==> src/rtl/alu_mmio_ctrl.sv <==
// alu_mmio_ctrl: bus-mapped register front end that sequences the external 16-bit ALU.
// Optional feature macro ALU_MMIO_CTRL_IRQ_EN enables CTRL.irq_en and the irq output.
module alu_mmio_ctrl #(
   parameter int DATA_WIDTH = 16,
   parameter int ADDR_WIDTH = 3
) (
   input  logic                  clk,
   input  logic                  rst,
   input  logic [ADDR_WIDTH-1:0] bus_addr,
   input  logic                  bus_wr_en,
   input  logic                  bus_rd_en,
   input  logic [DATA_WIDTH-1:0] bus_wdata,
   output logic [DATA_WIDTH-1:0] bus_rdata,
   output logic                  bus_ready,
   output logic                  irq,
   output logic [DATA_WIDTH-1:0] alu_a_in,
   output logic [DATA_WIDTH-1:0] alu_b_in,
   output logic [DATA_WIDTH-1:0] alu_op,
   input  logic [DATA_WIDTH-1:0] alu_dout,
   input  logic [DATA_WIDTH-1:0] alu_flags
);

   localparam logic [ADDR_WIDTH-1:0] ADDR_A      = ADDR_WIDTH'(0);
   localparam logic [ADDR_WIDTH-1:0] ADDR_B      = ADDR_WIDTH'(1);
   localparam logic [ADDR_WIDTH-1:0] ADDR_OP     = ADDR_WIDTH'(2);
   localparam logic [ADDR_WIDTH-1:0] ADDR_RESULT = ADDR_WIDTH'(3);
   localparam logic [ADDR_WIDTH-1:0] ADDR_FLAGS  = ADDR_WIDTH'(4);
   localparam logic [ADDR_WIDTH-1:0] ADDR_STATUS = ADDR_WIDTH'(5);
   localparam logic [ADDR_WIDTH-1:0] ADDR_CTRL   = ADDR_WIDTH'(6);
   localparam logic [DATA_WIDTH-1:0] OP_MAX      = DATA_WIDTH'(8);

   typedef enum logic [1:0] {
      ST_IDLE,
      ST_EXEC,
      ST_CAPT
   } state_t;

   state_t state_reg, state_next;

   logic [DATA_WIDTH-1:0] a_reg;
   logic [DATA_WIDTH-1:0] b_reg;
   logic [DATA_WIDTH-1:0] op_reg;
   logic [DATA_WIDTH-1:0] result_reg;
   logic [2:0]            flags_reg;
   logic                  done_reg;
   logic                  err_reg;
   logic                  irq_en_bit;

   logic busy;
   logic operand_addr;
   logic wr_commit;
   logic op_write;
   logic op_valid;
   logic op_start;
   logic ctrl_write;
   logic ctrl_clear;
   logic capture;

   assign busy         = (state_reg != ST_IDLE);
   assign operand_addr = (bus_addr <= ADDR_OP);

   // Operand/opcode writes stall for the whole operation so the ALU inputs stay stable.
   assign bus_ready    = !rst && !(bus_wr_en && operand_addr && busy);
   assign wr_commit    = bus_wr_en && bus_ready;
   assign op_write     = wr_commit && (bus_addr == ADDR_OP);
   assign op_valid     = (bus_wdata <= OP_MAX);
   assign op_start     = op_write && op_valid;
   assign ctrl_write   = wr_commit && (bus_addr == ADDR_CTRL);
   assign ctrl_clear   = ctrl_write && bus_wdata[1];
   assign capture      = (state_reg == ST_CAPT);

   assign alu_a_in = a_reg;
   assign alu_b_in = b_reg;
   assign alu_op   = op_reg;

   // Only the low three flag bits carry meaning.
   logic unused_flags;
   assign unused_flags = &{1'b0, alu_flags[DATA_WIDTH-1:3]};

   always_ff @(posedge clk or posedge rst) begin
      if (rst) begin
         state_reg <= ST_IDLE;
      end else begin
         state_reg <= state_next;
      end
   end

   always_comb begin
      state_next = state_reg;
      case (state_reg)
         ST_IDLE: if (op_start) state_next = ST_EXEC;
         ST_EXEC: state_next = ST_CAPT;
         ST_CAPT: state_next = ST_IDLE;
         default: state_next = ST_IDLE;
      endcase
   end

   always_ff @(posedge clk or posedge rst) begin
      if (rst) begin
         a_reg      <= '0;
         b_reg      <= '0;
         op_reg     <= '0;
         result_reg <= '0;
         flags_reg  <= '0;
         done_reg   <= 1'b0;
         err_reg    <= 1'b0;
      end else begin
         if (wr_commit && bus_addr == ADDR_A) a_reg <= bus_wdata;
         if (wr_commit && bus_addr == ADDR_B) b_reg <= bus_wdata;
         if (op_write) op_reg <= bus_wdata;

         if (capture) begin
            result_reg <= alu_dout;
            flags_reg  <= alu_flags[2:0];
         end

         // Capture outranks a simultaneous software clear.
         if (capture) begin
            done_reg <= 1'b1;
         end else if (op_start || ctrl_clear) begin
            done_reg <= 1'b0;
         end

         if (op_write) begin
            err_reg <= !op_valid;
         end else if (ctrl_clear) begin
            err_reg <= 1'b0;
         end
      end
   end

`ifdef ALU_MMIO_CTRL_IRQ_EN
   logic irq_en_reg;

   always_ff @(posedge clk or posedge rst) begin
      if (rst) begin
         irq_en_reg <= 1'b0;
      end else if (ctrl_write) begin
         irq_en_reg <= bus_wdata[0];
      end
   end

   assign irq_en_bit = irq_en_reg;
   assign irq        = done_reg & irq_en_reg;
`else
   assign irq_en_bit = 1'b0;
   assign irq        = 1'b0;
`endif

   // A combined read/write cycle returns zero so the read cannot observe a half-written value.
   always_comb begin
      bus_rdata = '0;
      if (!(bus_wr_en && bus_rd_en)) begin
         case (bus_addr)
            ADDR_A:      bus_rdata = a_reg;
            ADDR_B:      bus_rdata = b_reg;
            ADDR_OP:     bus_rdata = op_reg;
            ADDR_RESULT: bus_rdata = result_reg;
            ADDR_FLAGS:  bus_rdata = {{(DATA_WIDTH-3){1'b0}}, flags_reg};
            ADDR_STATUS: bus_rdata = {{(DATA_WIDTH-3){1'b0}}, err_reg, done_reg, busy};
            ADDR_CTRL:   bus_rdata = {{(DATA_WIDTH-1){1'b0}}, irq_en_bit};
            default:     bus_rdata = '0;
         endcase
      end
   end

endmodule

==> config.mk <==
export PLATFORM = sky130hd
export DESIGN_NAME = alu_mmio_ctrl
export DESIGN_NICKNAME = d
export VERILOG_FILES = /design/src/rtl/alu_mmio_ctrl.sv
export SDC_FILE = /design/constraint.sdc
export NUM_CORES = 1
export LEC_CHECK = 0
export CORE_MARGIN = 5
export CORE_UTILIZATION = 46
export DETAILED_ROUTE_END_ITERATION = 10
export GPL_ROUTABILITY_DRIVEN = 0
export PLACE_DENSITY = 0.87
export SLEW_MARGIN = 5
export SYNTH_ARGS = -nofsm -noshare
export SYNTH_HDL_FRONTEND = slang
export SYNTH_SLANG_ARGS = --single-unit
==> constraint.sdc <==
create_clock -name clk -period 2.9 [get_ports clk]
set_clock_uncertainty 0.2 [all_clocks]
set_input_delay 0.58 -clock clk [delete_from_list [all_inputs] [get_ports clk]]
set_output_delay 0.58 -clock clk [all_outputs]
set_load 0.02 [all_outputs]
==> results of run 1 <==
[worst max path at each step]
stage                      from            end  slack (ns)  cells past startpoint
finish              bus_addr[0]  bus_rdata[15]        0.06                      6
global route        bus_addr[0]  bus_rdata[15]        0.01                      6
global placement    bus_addr[0]  bus_rdata[15]       -0.44                      6
floorplan                   rst    alu_a_in[0]        0.32                      1
detailed placement  bus_addr[0]   bus_rdata[6]       -0.47                      8
CTS                 bus_addr[1]  bus_rdata[10]       0.001                      7
[cell type report]
class | count | area share (%)
Timing Repair Buffer | 141 | 25.9
Sequential cell | 71 | 34.2
Inverter | 2 | 0.144
Multi-Input combinational cell | 167 | 32.3
Clock buffer | 10 | 2.45
Tap cell | 102 | 2.45
Clock inverter | 6 | 2.55
[cell families after synthesis]
kind of cell,count (synthesis)
mux,86
flops,71
simple gates,45
compound gates,35
buf+inv,19
other cells,1
[timing repair]
action	in CTS	in global routing
setup buffers	1	0
setup endpoints to repair	17	8
resized for setup	69	13
cloned	2	0
[power by group]
| group | switching [mW] | internal (mW) |
|---|---|---|
| Sequential | 0.149 | 1.15 |
| Combinational | 0.499 | 0.609 |
| Clock | 0.382 | 0.657 |
| Total | 1.03 | 2.42 |
[metal layers]
metal  vias up  GRT usage, %  routed length (µm)
met4         0          7.77                 154
met1      1403          27.8                4270
met3        12          6.17                 679
li1       1212             -                   -
met5         -             0                   0
met2       107          36.1                5060
[cell usage after synthesis (4+ instances only)]
| library cell | instances | area share, % |
|---|---|---|
| nand2_1 | 4 | 0.43 |
| buf_6 | 4 | 1.3 |
| nor2b_1 | 5 | 0.89 |
| mux2i_1 | 14 | 4.0 |
| mux2_4 | 9 | 3.8 |
| nor2_1 | 20 | 2.1 |
| buf_4 | 4 | 0.85 |
| mux2_2 | 60 | 19 |
| clkbuf_1 | 4 | 0.43 |
| dfrtp_1 | 71 | 50 |
| a2bb2oi_1 | 24 | 6.0 |
| buf_2 | 5 | 0.71 |
[through the flow]
step	cell area, µm²	setup WS [ns]	TNS, ns	hold WS, ns
final	5200	0.0619	0	0.312
after global routing	5200	0.0118	0	0.333
after CTS	5230	0.00108	0	0.311
after detailed placement	4890	-0.469	-7.13	0.294
after global placement	4890	-0.442	-6.82	0.279
after floorplan	3520	0.323	0	0.261
==> results.yml, run 1 <==
cts:
  htree_levels: 3
  clk_latency_ns: 0.35
  clkTransAtPathRegs_ns: 0.07
  cts.sinks: 71
  ctsLongestPathBuffers: 2
  cts-root-buf: "clkbuf_8"
  cts_buffers: 9
  cts_hold_buf: 0
  cts_tree: "yes"
power:
  power_per_cell_area_mw_per_mm2: 663
  power_mw: 3.45
  ir_worst_vdd_uv: 420
  p_leak_nw: 2.40
die:
  die_y_um: 97.5
  die_area_mm2: 0.00950
  num_rows: 32
  chipWidth_um: 97.5
  start_util_pct: 46.3
  io-pin-count: 121
  core-area_mm2: 0.00761
synthesis:
  synthSimpleGateAreaFrac_pct: 8.88
  ys_ff_latch: 71
  ys_async_sr_fraction_pct: 100
  syn_nets: 312
  synth_area_mm2: 0.00352
  synth_ff_type: "dfrtp_1"
  synth_mux_area_share_pct: 28.9
  yosysUniqueCellTypes: 36
  yosys_warnings: 0
  synth-edff-count: 0
  synth_xor_area_share_pct: 0
  synth_fa_ha_area_share_pct: 0
  synth-compound-area-share_pct: 8.14
  yosysSeqAreaShare_pct: 50.5
  avgSynthCellArea_um2: 13.7
  synthCells: 257
  synth_top_family_by_area: "multiplexers"
global_routing:
  grt_pass1_vias: 3003
  grt_pass1_wl_um: 16500
  grt.overflow.total: 0
  grt_max_degree: 27
  antenna_found_initial: 0
  grt.total_usage_pct: 22.0
worst_setup_path:
  path_max_fanout: 9
  crit_path_max_incr_delay_ns: 0.48
  cpLargestDelayFamily: "buffers and inverters"
  worst_r2r_path_depth: 4
  critPathArrivalTime_ns: 2.06
  end_kind: "output pin"
  path_class: "input pin to output pin"
  crit_required_ns: 2.12
  reg2reg_to: "done_reg"
  cpMaxStageDelayCell: "mux4_2"
  startpoint_type: "input pin"
  path_common_cell: "buf_12"
  r2r-start: "state_reg[1]"
  rrSetupSlack_ns: 1.10
  crit_path_cell_trace: "dlygate4sd2_1, buf_12, buf_12, mux4_2, nor3b_2, clkdlybuf4s15_2"
  crit_buf_inv: 4
final_layout:
  mostFrequentLayoutCells: "clkdlybuf4s50_1 (86), dfrtp_1 (71), mux2_2 (60), buf_4 (29), nor2_1 (20)"
  multiInputGateArea_mm2: 0.00168
  fillerInstances: 562
  fin_util_pct: 68.4
  layout_commonest_cell: "clkdlybuf4s50_1"
  fin_nets: 447
  area_delta_synth_final_pct: 47.7
  layout.cells.non_filler: 499
  ff_latch_area_mm2: 0.00178
  drive_gt1_share_pct: 40.3
  diodes: 0
placed_design:
  post-place-cells: 480
  dp_hpwl_um: 7040
  port_buffers: 106
sta:
  fmax_mhz: 352
  setup_viol: 0
  rsz0062_at_grt: "no"
  finalHoldViolCount: 0
  period_needed_ns: 2.84
  tightest_slew_ns: 0.541
  finalCritPeriodShare_pct: 97.9
  slew_violations: 0
  relSlewSlack_pct: 63.9
hold_path:
  hp-class: "flip-flop to flip-flop"
  holdCritStartpoint: "result_reg[3]"
  hold-path-endpoint: "result_reg[3]"
  min_path_cells: 1
route:
  drt_iter0_drc: 174
  via_per_inst: 5.48
  routed_wl_um: 10200
  route.detailed.drc: 0
  drtPass1Iterations: 5
  via_count: 2734
  wl_per_cell_um: 20.4
  drt.antenna.violating_nets: 0
job:
  max_cap_violations: 0
status:
  status: "finished, final reports clean"
Power figures use the tool's default switching activity.
==> run 2, diff against run 1 <==
--- a/config.mk
+++ b/config.mk
@@ -5,10 +5,12 @@
 export SDC_FILE = /design/constraint.sdc
 export NUM_CORES = 1
 export LEC_CHECK = 0
+export ABC_CLOCK_PERIOD_IN_PS = 2900
 export CORE_MARGIN = 5
 export CORE_UTILIZATION = 46
 export DETAILED_ROUTE_END_ITERATION = 10
 export GPL_ROUTABILITY_DRIVEN = 0
+export MAX_ROUTING_LAYER = met4
 export PLACE_DENSITY = 0.87
 export SLEW_MARGIN = 5
 export SYNTH_ARGS = -nofsm -noshare
==> results.yml, run 2 (synthesized netlist as in run 1, its figures left out) <==
worst_setup_path:
  path_max_fanout: 9
  end_kind: "output pin"
  crit_path_cell_trace: "dlygate4sd2_1, buf_12, buf_12, mux4_2, nor3b_2, clkdlybuf4s15_2"
  startpoint_type: "input pin"
  cpMaxStageDelayCell: "mux4_2"
  crit_required_ns: 2.12
  path_class: "input pin to output pin"
  crit_path_max_incr_delay_ns: 0.48
  worst_r2r_path_depth: 4
  critPathArrivalTime_ns: 2.06
  path_common_cell: "buf_12"
global_routing:
  grt_pass1_vias: 3007
  grt.total_usage_pct: 22.6
  grt.overflow.total: 0
  grt_pass1_wl_um: 16500
  antenna_found_initial: 0
  grt_max_degree: 27
route:
  route.detailed.drc: 0
  routed_wl_um: 10100
  drt_iter0_drc: 182
  drt.antenna.violating_nets: 0
  wl_per_cell_um: 20.3
  drtPass1Iterations: 4
  via_count: 2743
  via_per_inst: 5.50
final_layout:
  fin_area_mm2: 0.00520
  layout_commonest_cell: "clkdlybuf4s50_1"
  fin_nets: 447
  drive_gt1_share_pct: 40.3
  mostFrequentLayoutCells: "clkdlybuf4s50_1 (86), dfrtp_1 (71), mux2_2 (60), buf_4 (29), nor2_1 (20)"
  fillerInstances: 562
  area_delta_synth_final_pct: 47.7
  diodes: 0
sta:
  fmax_mhz: 352
  finalHoldViolCount: 0
  relSlewSlack_pct: 63.5
  finalCritPeriodShare_pct: 98.0
  timing.setup.tns_ns: 0
  rsz0062_at_grt: "no"
  period_needed_ns: 2.84
  setup_viol: 0
  tightest_slew_ns: 0.547
  slew_violations: 0
die:
  io-pin-count: 121
  start_util_pct: 46.3
  chipWidth_um: 97.5
  die_area_mm2: 0.00950
  core-area_mm2: 0.00761
  die_y_um: 97.5
  num_rows: 32
power:
  ir_worst_vdd_uv: 421
  power_per_cell_area_mw_per_mm2: 662
  p_leak_nw: 2.40
cts:
  ctsLongestPathBuffers: 2
  cts-root-buf: "clkbuf_8"
  cts_tree: "yes"
  clkTransAtPathRegs_ns: 0.07
  cts.sinks: 71
  cts_buffers: 9
  htree_levels: 3
  clk_latency_ns: 0.34
placed_design:
  port_buffers: 106
  dpl_cell_area_mm2: 0.00489
  dp_hpwl_um: 7040
status:
  status: "finished, final reports clean"
hold_path:
  hp-class: "flip-flop to flip-flop"
  min_path_cells: 1
job:
  max_cap_violations: 0
[run 2: cell counts in the layout (fill, tap and decap cells not counted)]
Identical to the previous run, type by type.
[run 2: through the flow]
step	total power, mW	instances	hold slack [ns]	worst slack (ns)	utilization (%)
6_report	3.44	499	0.311	0.0593	68.4
5_1_grt	3.58	499	0.333	0.0118	68.4
4_1_cts	3.46	499	0.311	0.00108	68.7
3_5_place_dp	2.39	480	0.294	-0.469	64.2
3_3_place_gp	2.36	480	0.279	-0.442	64.2
2_1_floorplan	1.83	257	0.261	0.323	-
[run 2: path summary, 6_finish.rpt]
check | from | end | slack [ns]
worst max-delay path | bus_addr[0] | bus_rdata[15] | 0.06
worst min-delay path | result_reg[3] | result_reg[3] | 0.31
worst max register to register | state_reg[1] | done_reg | 1.11
worst min register to register | result_reg[3] | result_reg[3] | 0.31
max in group asynchronous | rst | alu_op[3] | 1.17
min in group asynchronous | rst | alu_op[14] | 0.59
[run 2: what timing repair did]
action / in CTS / in global routing
setup endpoints to repair: 17 / 8
buffers inserted: 1 / 0
gates cloned: 2 / 0
gates resized for setup: 69 / 13
pin swaps: 0 / 0
hold buffers: 0 / 0
[run 2: report_power, final]
| group | switching, mW | internal, mW | leakage, nW |
|---|---|---|---|
| combinational | 0.499 | 0.609 | 1.36 |
| sequential | 0.149 | 1.15 | 0.908 |
| clock | 0.376 | 0.658 | 0.126 |
[run 2: layout make-up]
type | instances | area [µm²] | area share [%]
Sequential cell | 71 | 1780 | 34.2
Tap cell | 102 | 128 | 2.45
Clock buffer | 10 | 128 | 2.45
Multi-Input combinational cell | 167 | 1680 | 32.3
Inverter | 2 | 7.51 | 0.144
Timing Repair Buffer | 141 | 1350 | 25.9
Clock inverter | 6 | 133 | 2.55
[run 2: layer usage]
layer  part of all wire (%)  vias up  wire length [µm]  track usage, %
li1                       -     1219                 -               -
met1                     43     1406              4320            27.9
met2                     50      105              5100            36.2
met3                    5.9       13               601            5.81
met4                    1.2        0               123            7.77
met5                      0        -                 0               -
[run 2: critical path, delay by kind of cell]
kind | cells | cell delay (ns)
AND/OR/NAND/NOR | 1 | 0.17
buffers and inverters | 4 | 0.83
multiplexers | 1 | 0.48
